### src/rtl/tick_sched_pkg.sv
// Shared constants and types for the tick_sched clock-enable scheduler.
package tick_sched_pkg;

    // Register map: 0..NCH-1 are channel divisors, 7 is the control register.
    localparam logic [2:0] ADDR_CTRL = 3'd7;

    // Control register bit that phase-aligns every enabled channel.
    localparam int CTRL_SYNC = 31;

    // Per-channel run state.
    typedef enum logic {
        IDLE = 1'b0,
        RUN  = 1'b1
    } chan_state_t;

endpackage

### src/rtl/tick_chan.sv
// One scheduler channel: free-running counter with a shadowed divisor that is
// only swapped in at a terminal count, producing a tick pulse and a square wave.
module tick_chan
    import tick_sched_pkg::*;
#(
    parameter int              CW      = 24,
    parameter logic [CW-1:0]   DIV_RST = '0
) (
    input  logic          clk,
    input  logic          rst,
    input  logic          en,        // enable level in effect after this edge
    input  logic          sync,      // clear counter and square wave if enabled
    input  logic          div_we,
    input  logic [CW-1:0] div_data,
    output logic          tick,
    output logic          sclk,
    output logic          pending
);

    chan_state_t   state_q, state_d;
    logic [CW-1:0] cnt_q, cnt_d;
    logic [CW-1:0] act_q, act_d;
    logic [CW-1:0] shd_q, shd_d;
    logic          pend_q, pend_d;
    logic          tick_q, tick_d;
    logic          sclk_q, sclk_d;
    logic          term_s;

    // Next-state logic: disable beats sync, sync beats terminal count, and a
    // divisor write on the terminal-count edge loads the active divisor directly.
    always_comb begin
        state_d = state_q;
        cnt_d   = cnt_q;
        act_d   = act_q;
        shd_d   = shd_q;
        pend_d  = pend_q;
        tick_d  = 1'b0;
        sclk_d  = sclk_q;
        term_s  = (cnt_q == act_q);
        case (state_q)
            IDLE: begin
                cnt_d  = {CW{1'b0}};
                sclk_d = 1'b0;
                pend_d = 1'b0;
                if (en) begin
                    state_d = RUN;
                end else begin
                    state_d = IDLE;
                end
                if (div_we) begin
                    act_d = div_data;
                    shd_d = div_data;
                end else begin
                    act_d = act_q;
                end
            end
            RUN: begin
                if (!en) begin
                    state_d = IDLE;
                    cnt_d   = {CW{1'b0}};
                    sclk_d  = 1'b0;
                    pend_d  = 1'b0;
                    if (div_we) begin
                        act_d = div_data;
                        shd_d = div_data;
                    end else if (pend_q) begin
                        act_d = shd_q;
                    end else begin
                        act_d = act_q;
                    end
                end else if (sync) begin
                    cnt_d  = {CW{1'b0}};
                    sclk_d = 1'b0;
                    if (div_we) begin
                        shd_d  = div_data;
                        pend_d = 1'b1;
                    end else begin
                        shd_d = shd_q;
                    end
                end else if (term_s) begin
                    cnt_d  = {CW{1'b0}};
                    tick_d = 1'b1;
                    sclk_d = ~sclk_q;
                    pend_d = 1'b0;
                    if (div_we) begin
                        act_d = div_data;
                        shd_d = div_data;
                    end else if (pend_q) begin
                        act_d = shd_q;
                    end else begin
                        act_d = act_q;
                    end
                end else begin
                    cnt_d = cnt_q + CW'(1);
                    if (div_we) begin
                        shd_d  = div_data;
                        pend_d = 1'b1;
                    end else begin
                        shd_d = shd_q;
                    end
                end
            end
            default: begin
                state_d = IDLE;
                cnt_d   = {CW{1'b0}};
                sclk_d  = 1'b0;
                pend_d  = 1'b0;
            end
        endcase
    end

    // Channel state registers with asynchronous reset.
    always_ff @(posedge clk or posedge rst) begin
        if (rst) begin
            state_q <= IDLE;
            cnt_q   <= {CW{1'b0}};
            act_q   <= DIV_RST;
            shd_q   <= DIV_RST;
            pend_q  <= 1'b0;
            tick_q  <= 1'b0;
            sclk_q  <= 1'b0;
        end else begin
            state_q <= state_d;
            cnt_q   <= cnt_d;
            act_q   <= act_d;
            shd_q   <= shd_d;
            pend_q  <= pend_d;
            tick_q  <= tick_d;
            sclk_q  <= sclk_d;
        end
    end

    assign tick    = tick_q;
    assign sclk    = sclk_q;
    assign pending = pend_q;

endmodule

### src/rtl/tick_sched.sv
// Multi-channel clock-enable scheduler: write-port decode, channel enable mask
// and NCH independent tick_chan instances.
module tick_sched
    import tick_sched_pkg::*;
#(
    parameter int            NCH     = 4,
    parameter int            CW      = 24,
    parameter logic [CW-1:0] DIV_RST = '0
) (
    input  logic           clk,
    input  logic           rst,
    input  logic           wr_en,
    input  logic [2:0]     wr_addr,
    input  logic [31:0]    wr_data,
    output logic [NCH-1:0] tick,
    output logic [NCH-1:0] sclk,
    output logic [NCH-1:0] en_mask,
    output logic [NCH-1:0] pending
);

    logic [NCH-1:0] en_mask_q, en_mask_d;
    logic           ctrl_we_s;
    logic           sync_s;
    logic           unused_s;

    // Reserved control bits and divisor bits above CW carry no meaning.
    assign unused_s = ^wr_data;

    // Control write decode: the new enable mask is handed to the channels on
    // the same edge so they start or stop together with en_mask.
    always_comb begin
        ctrl_we_s = wr_en && (wr_addr == ADDR_CTRL);
        if (ctrl_we_s) begin
            en_mask_d = wr_data[NCH-1:0];
            sync_s    = wr_data[CTRL_SYNC];
        end else begin
            en_mask_d = en_mask_q;
            sync_s    = 1'b0;
        end
    end

    // Enable mask register.
    always_ff @(posedge clk or posedge rst) begin
        if (rst) begin
            en_mask_q <= {NCH{1'b0}};
        end else begin
            en_mask_q <= en_mask_d;
        end
    end

    assign en_mask = en_mask_q;

    for (genvar g = 0; g < NCH; g++) begin : g_chan
        tick_chan #(
            .CW      (CW),
            .DIV_RST (DIV_RST)
        ) u_chan (
            .clk      (clk),
            .rst      (rst),
            .en       (en_mask_d[g]),
            .sync     (sync_s),
            .div_we   (wr_en && (wr_addr == 3'(g))),
            .div_data (wr_data[CW-1:0]),
            .tick     (tick[g]),
            .sclk     (sclk[g]),
            .pending  (pending[g])
        );
    end

endmodule

### config.mk
export PLATFORM = sky130hd
export DESIGN_NAME = tick_sched
export DESIGN_NICKNAME = d
export VERILOG_FILES = /design/src/rtl/tick_sched_pkg.sv /design/src/rtl/tick_chan.sv /design/src/rtl/tick_sched.sv
export SDC_FILE = /design/constraint.sdc
export NUM_CORES = 1
export LEC_CHECK = 0
export CAP_MARGIN = 0
export CORE_AREA = 5 5 181 200
export CTS_CLUSTER_SIZE = 8
export DETAILED_ROUTE_END_ITERATION = 7
export DIE_AREA = 0 0 186 205
export PLACE_DENSITY_LB_ADDON = 0.25
export SETUP_SLACK_MARGIN = 0.15
export SLEW_MARGIN = 10
export SYNTH_ARGS = -nofsm -noshare
export SYNTH_HDL_FRONTEND = slang
export SYNTH_SLANG_ARGS = --single-unit
### constraint.sdc
create_clock -name clk -period 27.7 [get_ports clk]
set_input_delay 2.77 -clock clk [delete_from_list [all_inputs] [get_ports clk]]
set_output_delay 2.77 -clock clk [all_outputs]
set_load 0.05 [all_outputs]
## Yosys cells after proc, flatten, opt, wreduce, memory -nomap -nowiden

Cells that the tools add are included.

- Output and inout bits: 16
- Flip-flop bits (word level): 308

- $add $sub $neg: 4
- Bitwise operators: 8
- Eq/ne operators: 24
- Reduce and logical (&&, ||, !) cells: 10
- Muxes and demuxes: 102

Operator list:

| operator | count |
|---|---|
| $mux W24 | 36 |
| $pmux W24 S2 | 8 |
| $add A24 B1 Y24 const B | 4 |
| $eq A24 B24 Y1 | 4 |
| $mux W1 | 49 |
| $ne A3 B3 Y1 const B | 8 |
| $pmux W1 S2 | 8 |
| $ne A4 B4 Y1 const B | 3 |
| $reduce_and A3 Y1 | 4 |
| $ne A2 B1 Y1 const B | 4 |
| $not A1 Y1 | 8 |
| $eq A3 B2 Y1 const B | 2 |
| $logic_and A1 B1 Y1 | 5 |
| $mux W4 | 1 |
| $ne A4 B3 Y1 const B | 1 |
| $eq A3 B1 Y1 const B | 1 |
| $eq A3 B3 Y1 const B | 1 |
| $logic_not A3 Y1 | 1 |

## Depth between registers and ports, before layout

Gate-level depths: netlist of run 1.

- Word-level depth: 7
- Mapped depth: 7
- Mapped depth without buffers: 6

## By module

A second synthesis of run 1 with hierarchy kept.

- Cells, all modules: 1294
- Area total of the unflattened synthesis: 15005.6 µm²

By module, submodules not included:

| module | area an instance (µm²) | instances | cells each |
|---|---|---|---|
| tick_chan at g_chan[0].u_chan ... | 3698.5 | 3 | 319 |
| tick_chan at g_chan[3].u_chan | 3707.3 | 1 | 319 |
| tick_sched | 202.7 | 1 | 18 |

## Least setup slack after synthesis of run 1

No wires, ideal clock.

- Path type: input to register
- Start point: in wr_addr[1]
- End point: reg g_chan[1].u_chan.act_q[0]
- Required time: 27.621 ns
- Data arrival time: 4.192 ns
- Library setup time: 0.079 ns
- Stages on the path: 7
- Slack: 23.429 ns
- Cell sequence: and4bb_2 > buf_2 > a21o_1 > nand4_1 > o31ai_4 > buf_6 > mux2i_1

- Cells in the longest elaborated chain, start to end: 7
- Elaborated cells on any way between the ends: 15
- Classes of those cells: eq/ne (5); mux (7); reduce/logical (3)

RTL lines:

| element | RTL line | source |
|---|---|---|
| from (decl) | tick_sched.sv:13 | `input logic [2:0] wr_addr,` |
| $eq A3 B1 Y1 | tick_sched.sv:62 | `.div_we (wr_en && (wr_addr == 3'(g))),` |
| $logic_and A1 B1 Y1 | tick_sched.sv:62 |  |
| $mux W24 | tick_chan.sv:63, tick_chan.sv:85 |  |
| $mux W24 | tick_chan.sv:80 | `end else if (term_s) begin` |
| $mux W24 | tick_chan.sv:71 | `end else if (sync) begin` |
| $mux W24 | tick_chan.sv:58 | `if (!en) begin` |
| $pmux W24 S2 | tick_chan.sv:40 | `case (state_q)` |
| to (signal assigned) | tick_chan.sv:125 | `act_q <= act_d;` |
| to (decl) | tick_chan.sv:22 | `logic [CW-1:0] act_q, act_d;` |

Several ways; a longest one is shown, not always the timed one. The select of a mux whose other input is x is not followed.
A chain may end at the register's enable or synchronous reset.

## Worst setup path in the final report of run 1

- Start point: in wr_addr[0]
- End point: reg g_chan[0].u_chan.act_q[10]

- Cells in the longest elaborated chain, start to end: 7
- Elaborated cells on any way between the ends: 15
- Classes of those cells: eq/ne (4); mux (7); reduce/logical (4)

RTL lines:

| element | RTL line |
|---|---|
| $logic_not A3 Y1 | tick_sched.sv:62 |
| $logic_and A1 B1 Y1 | tick_sched.sv:62 |
| $mux W24 | tick_chan.sv:63, tick_chan.sv:85 |
| $mux W24 | tick_chan.sv:80 |
| $mux W24 | tick_chan.sv:71 |
| $mux W24 | tick_chan.sv:58 |
| $pmux W24 S2 | tick_chan.sv:40 |
| to (signal assigned) | tick_chan.sv:125 |
| to (decl) | tick_chan.sv:22 |

Several ways; a longest one is shown, not always the timed one. The select of a mux whose other input is x is not followed.

==> results of run 1 <==
-- metal layers --
layer	vias up	routed length (um)	GRT usage
li1	4457	-	-
met1	4604	15410	0.2573
met2	122	15200	0.2824
met3	47	1404	0.02415
met4	0	831	0.05180
met5	-	0	0
-- logic make-up after synthesis --
family	Yosys count	synth area share
AO/OA/AOI/OAI	33	0.01744
AND/OR/NAND/NOR	316	0.1059
multiplexers	292	0.2033
XOR/XNOR	183	0.1069
adder cells (fa/ha/maj)	4	0.003339
buffers and inverters	184	0.05559
flip-flops	304	0.5075
-- cells in the mapped netlist (all sizes together) --
| library cell | count | area [um2] |
|---|---|---|
| and3 | 10 | 63.81 |
| clkbuf | 29 | 108.9 |
| and2b | 1 | 7.510 |
| nor4 | 31 | 193.9 |
| a21o | 3 | 22.52 |
| nor4b | 1 | 23.77 |
| nand4b | 2 | 17.52 |
| and4 | 9 | 80.08 |
| or2 | 1 | 6.260 |
| o31ai | 5 | 92.59 |
| nor3 | 23 | 115.1 |
| mux2 | 100 | 1126 |
| or3 | 6 | 42.54 |
| o21bai | 4 | 30.03 |
| nor2b | 4 | 25.02 |
| xor2 | 134 | 1174 |
| dfrtp | 304 | 7607 |
| ha | 4 | 50.05 |
| o21ai | 12 | 60.06 |
| a211oi | 3 | 22.52 |
| nand2 | 45 | 171.4 |
| and2 | 9 | 57.56 |
| xnor2 | 49 | 429.2 |
| mux2i | 192 | 1922 |
| inv | 113 | 424.2 |
| and4bb | 2 | 25.02 |
| nor3b | 2 | 15.01 |
| nor2 | 115 | 431.7 |
| a21oi | 5 | 25.02 |
| or4 | 1 | 7.510 |
| buf | 42 | 300.3 |
| nand3 | 27 | 135.1 |
| nand4 | 27 | 168.9 |
| a221oi | 1 | 8.760 |
-- area by class of cell --
class,instances,area [um2],share of cell area
Clock buffer,45,1126,0.06680
Inverter,113,431.7,0.02560
Multi-Input combinational cell,828,6550,0.3885
Sequential cell,304,7607,0.4512
Tap cell,438,548.0,0.03251
Timing Repair Buffer,64,595.6,0.03533
-- sequential cells by signal, indices dropped and copies added (netlist names) --
| name | count |
|---|---|
| g_chan.u_chan.act_q | 96 |
| g_chan.u_chan.pending | 4 |
| g_chan.u_chan.cnt_q | 96 |
| g_chan.u_chan.shd_q | 96 |
| en_mask | 4 |
| g_chan.u_chan.tick | 4 |
| g_chan.u_chan.sclk | 4 |
-- power breakdown --
group	total (mW)	switching (mW)	internal (mW)
clock	0.461	0.179	0.282
combinational	0.285	0.152	0.132
sequential	0.624	0.0714	0.553
total	1.37	0.403	0.967
-- worst paths after layout --
kind / slack [ns] / cells after the start / to
max in group asynchronous: 22.92 / 4 / g_chan[0].u_chan.cnt_q[16]
min: 0.49 / 1 / g_chan[2].u_chan.shd_q[14]
max reg2reg: 24.73 / 6 / g_chan[0].u_chan.act_q[10]
min reg2reg: 0.49 / 1 / g_chan[2].u_chan.shd_q[14]
min in group asynchronous: 2.78 / 2 / g_chan[1].u_chan.tick
max: 22.64 / 8 / g_chan[0].u_chan.act_q[10]
-- stage by stage --
stage                     instance area (um2)  cells  total power [mW]
after CTS                               16860   1792             1.388
after global placement                  15730   1747            0.9125
final                                   16860   1792             1.370
after global routing                    16860   1792             1.450
after detailed placement                15730   1747            0.9203
after floorplan                         14990   1316            0.8364
==> reports/results.ini, run 1 <==
[cts]
cts_resized = 0
htreeDepth = 2
clockBufferDepth = 3
cts_buffers = 43
ctsHoldBuffers = 0
root_buffer = clkbuf_16
worst_skew_pair.late_latency_ns = 0.52
cts_tree = yes
clock-sinks = 304
path_clk_slew_ns = 0.05
post_cts_buffers = 0

[layout]
layout_commonest_cell = dfrtp_1
area_delta_synth_final_pct = 12.46
final_cell_mix = dfrtp_1, mux2i_1, xor2_1, nor2_1, inv_1
nNetsFinal = 1396
num_antenna_cells = 0
drive_gt1_frac = 0.1307
utilization = 0.4968
fillers = 3047

[timing]
slew_headroom = 0.3605
setup_ws_ns = 22.64
fin_crit_sh = 0.1827
worst_pin_slew_ns = 0.9592
finalHoldViolations = 0
grt_setup_unrepaired = no
fmax_mhz = 197.6
finalSetupTns_ns = 0
timing.hold.ws_ns = 0.4921
fin_skew_ns = 0.008237
finalMaxSlewViolations = 0
period_needed_ns = 5.061
final-setup-viol-count = 0

[synthesis]
synth_cell_types = 43
ys_seq_elements = 304
yosysSeqAreaShare = 0.5075
syn_nets = 1358
synth_cells = 1316
yosys_warnings = 0
syn-cell-area_um2 = 14990
synth.avg_cell_area_um2 = 11.39

[global_routing]
grt-ovfl-total = 0
grt_util_all_layers = 0.1784
grt_first_pass_wirelength_mm = 53.56
grt_max_degree = 119
grt_pass1_vias = 9672
antenna_found_initial = 0

[die]
die_y_um = 205
die_x_um = 186
row_count = 71
dieArea_um2 = 38130
core_um2 = 33940
initial_utilization = 0.4417
io_pins = 54

[setup_path]
critPathSlowestCell = o31ai_4
r2r_start = g_chan[0].u_chan.cnt_q[0]
cpLargestDelayFamily = buffers and inverters
critPathLaunch = wr_addr[0]
path_buf_inv = 3
worstPathArrival_ns = 5.50
cp-end-kind = flip-flop
path_common_cell = buf_4
path_class = input pin to flip-flop
crit_path_start_kind = input pin
cp.required_ns = 28.14
crit_fanout = 15
path_cells = clkdlybuf4s50_1 -> nand4_1 -> buf_4 -> or2_2 -> nand2_1 -> o31ai_4 -> buf_4 -> mux2i_1
slowest_delay_ns = 0.63

[route]
via_per_inst = 5.151
dr.pass1.iters = 5
via_count = 9230
drt-total-wl_mm = 32.85
drc = 0
detail-route-antenna-nets = 0
wl_per_cell_um = 18.33
dr.first_iter.drc_count = 527

[run]
max_cap_violations = 0

[power_and_ir_drop]
power_leakage_nw = 7.501
powerDensity_nw_per_um2 = 81.27
max-vdd-ir-drop_v = 0.00004013

[outcome]
status = completed

[place]
dp_hpwl_mm = 21.10
pre_cts_slack_ns = 22.08
portBuffers = 46
gp_congestion = 0.8105

[hold_path]
hp-start = g_chan[2].u_chan.shd_q[14]
hold_path_class = flip-flop to flip-flop

Power figures use the tool's default switching activity.
==> inputs of run 2 (changes only) <==
clock period = 4.8 ns   (was 27.7 ns; I/O delays follow)
==> run 2 against run 1 <==
Effect of this change:
- wire length up 1.1%
- via count up 1.3%
- critical endpoint is now en_mask[0]
- global-route usage up 0.15 points
- core utilization up 0.18 points
- sequential share of layout area down 0.16 points
- clock skew about the same
- largest cell class unchanged
- highest routed layer unchanged
- clock-buffer cell count unchanged
- flip-flop and latch count unchanged
- cell count up 0.11%
- total power rose to 5.8 times the previous value
- first-iteration DRC count down 7.4%
==> reports/results.ini, run 2 (synthesis results as in run 1) <==
[layout]
num_antenna_cells = 0  ; unchanged
layout_commonest_cell = dfrtp_1
largestRegisters = g_chan.u_chan.act_q (96), g_chan.u_chan.cnt_q (96), g_chan.u_chan.shd_q (96)
final_cell_mix = dfrtp_1, mux2i_1, xor2_1, nor2_1, inv_1
stdcell_count = 1794  ; +0.11%
drive_gt1_frac = 0.1320  ; +0.001282
area_delta_synth_final_pct = 12.87
nNetsFinal = 1398  ; +0.14%
finalInstanceArea_um2 = 16920  ; +0.36%

[cts]
cts_buffers = 43  ; unchanged
root_buffer = clkbuf_16
path_clk_slew_ns = 0.05  ; about the same
clockBufferDepth = 3  ; unchanged
post_cts_buffers = 0  ; unchanged
htreeDepth = 2  ; unchanged
worst_skew_pair.late_latency_ns = 0.52  ; about the same
cts_resized = 0  ; unchanged
clock-sinks = 304  ; unchanged
ctsHoldBuffers = 0  ; unchanged
cts_tree = yes

[timing]
worst_pin_slew_ns = 1.146  ; +0.1864 ns
finalHoldViolations = 0  ; unchanged
fin_crit_sh = 0.6397
slew_headroom = 0.2363  ; -0.1243
grt_setup_unrepaired = no
final-setup-viol-count = 0  ; unchanged
fmax_mhz = 325.7
finalSetupTns_ns = 0  ; unchanged
period_needed_ns = 3.070
timing.hold.ws_ns = 0.4905  ; -0.001658 ns
finalMaxSlewViolations = 0  ; unchanged
fin_skew_ns = 0.008635  ; +0.0003980 ns

[setup_path]
crit_path_start_kind = flip-flop
r2r_start = g_chan[2].u_chan.cnt_q[15]
path_buf_inv = 1  ; -2
cpLargestDelayFamily = flip-flops
slowest_delay_ns = 1.09  ; +0.46 ns
worstPathArrival_ns = 2.59  ; -2.91 ns
path_class = flip-flop to primary output
crit_fanout = 22  ; +7
cp.depth = 1  ; -7
critPathSlowestCell = dfrtp_1
path_cells = clkdlybuf4s50_1
r2r-end = g_chan[2].u_chan.act_q[7]
r2r_slack_ns = 1.89  ; -22.84 ns
rr_worst_depth = 6  ; unchanged
cp-end-kind = primary output
cp.required_ns = 4.32  ; -23.82 ns

[route]
via_per_inst = 5.213  ; +1.2%
dr.pass1.iters = 4  ; -1
drt-total-wl_mm = 33.21  ; +1.1%
drc = 0  ; unchanged
detail-route-antenna-nets = 0  ; unchanged
dr.first_iter.drc_count = 488  ; -7.4%
via_count = 9353  ; +1.3%
wl_per_cell_um = 18.51  ; +1.0%

[global_routing]
grt_util_all_layers = 0.1798  ; +0.001451
grt-ovfl-total = 0  ; unchanged
grt_pass1_vias = 9740  ; +0.70%
antenna_found_initial = 0  ; unchanged
grt_first_pass_wirelength_mm = 54.19  ; +1.2%
grt_max_degree = 94  ; -21%

[place]
portBuffers = 46  ; unchanged
dp_cells = 1749  ; +0.11%
placed_cell_area_um2 = 15790  ; +0.39%
dp_hpwl_mm = 21.71  ; +2.9%
gp_congestion = 0.7972  ; -1.6%

[die]
core_um2 = 33940  ; unchanged
row_count = 71  ; unchanged
io_pins = 54  ; unchanged
dieArea_um2 = 38130  ; unchanged
die_x_um = 186  ; unchanged
die_y_um = 205  ; unchanged
initial_utilization = 0.4417  ; unchanged

[power_and_ir_drop]
powerDensity_nw_per_um2 = 467.1  ; +470%
power_leakage_nw = 7.524  ; +0.30%
max-vdd-ir-drop_v = 0.0001960  ; +390%

[hold_path]
hold_path_class = flip-flop to flip-flop
whs_path_depth = 1  ; unchanged
hold_end = g_chan[2].u_chan.shd_q[12]
hp-start = g_chan[2].u_chan.shd_q[12]

[outcome]
status = completed

[run]
max_cap_violations = 0  ; unchanged

==> run 2: worst max-delay path by stage <==
stage	start	to
2_1_floorplan	rst	en_mask[0]
3_3_place_gp	wr_addr[0]	g_chan[2].u_chan.act_q[3]
3_5_place_dp	wr_addr[0]	g_chan[2].u_chan.act_q[11]
4_1_cts	en_mask[0]	en_mask[0]
5_1_grt	en_mask[0]	en_mask[0]
6_report	en_mask[0]	en_mask[0]
==> run 2: report_power, final <==
part / total (mW) / leakage [nW] / internal (mW) / switching [mW]
clock network: 2.65 / 0.555 / 1.63 / 1.02
registers: 3.64 / 3.80 / 3.19 / 0.450
logic: 1.61 / 3.17 / 0.769 / 0.844
==> run 2: layer usage <==
layer / vias to the layer above / track usage / wire length [um]
met5: - / 0 / 0
met1: 4693 / 0.2474 / 15340
li1: 4469 / - / -
met3: 64 / 0.02504 / 1016
met4: 0 / 0.05726 / 1024
met2: 127 / 0.2952 / 15840
==> run 2: metrics by stage <==
stage	total power, mW	setup WS [ns]	utilization
2_1_floorplan	4.828	0.2770	-
3_3_place_gp	5.268	1.512	0.4654
5_1_grt	8.384	1.622	0.4986
6_report	7.904	1.730	0.4986
3_5_place_dp	5.316	1.465	0.4654
4_1_cts	8.029	1.675	0.4986
==> run 2: layout make-up <==
| class | count | area (um2) |
|---|---|---|
| Timing Repair Buffer | 66 | 660.6 |
| Multi-Input combinational cell | 828 | 6550 |
| Sequential cell | 304 | 7607 |
| Tap cell | 438 | 548.0 |
| Inverter | 113 | 427.9 |
| Clock buffer | 45 | 1126 |
| Fill cell | 3078 | 17020 |
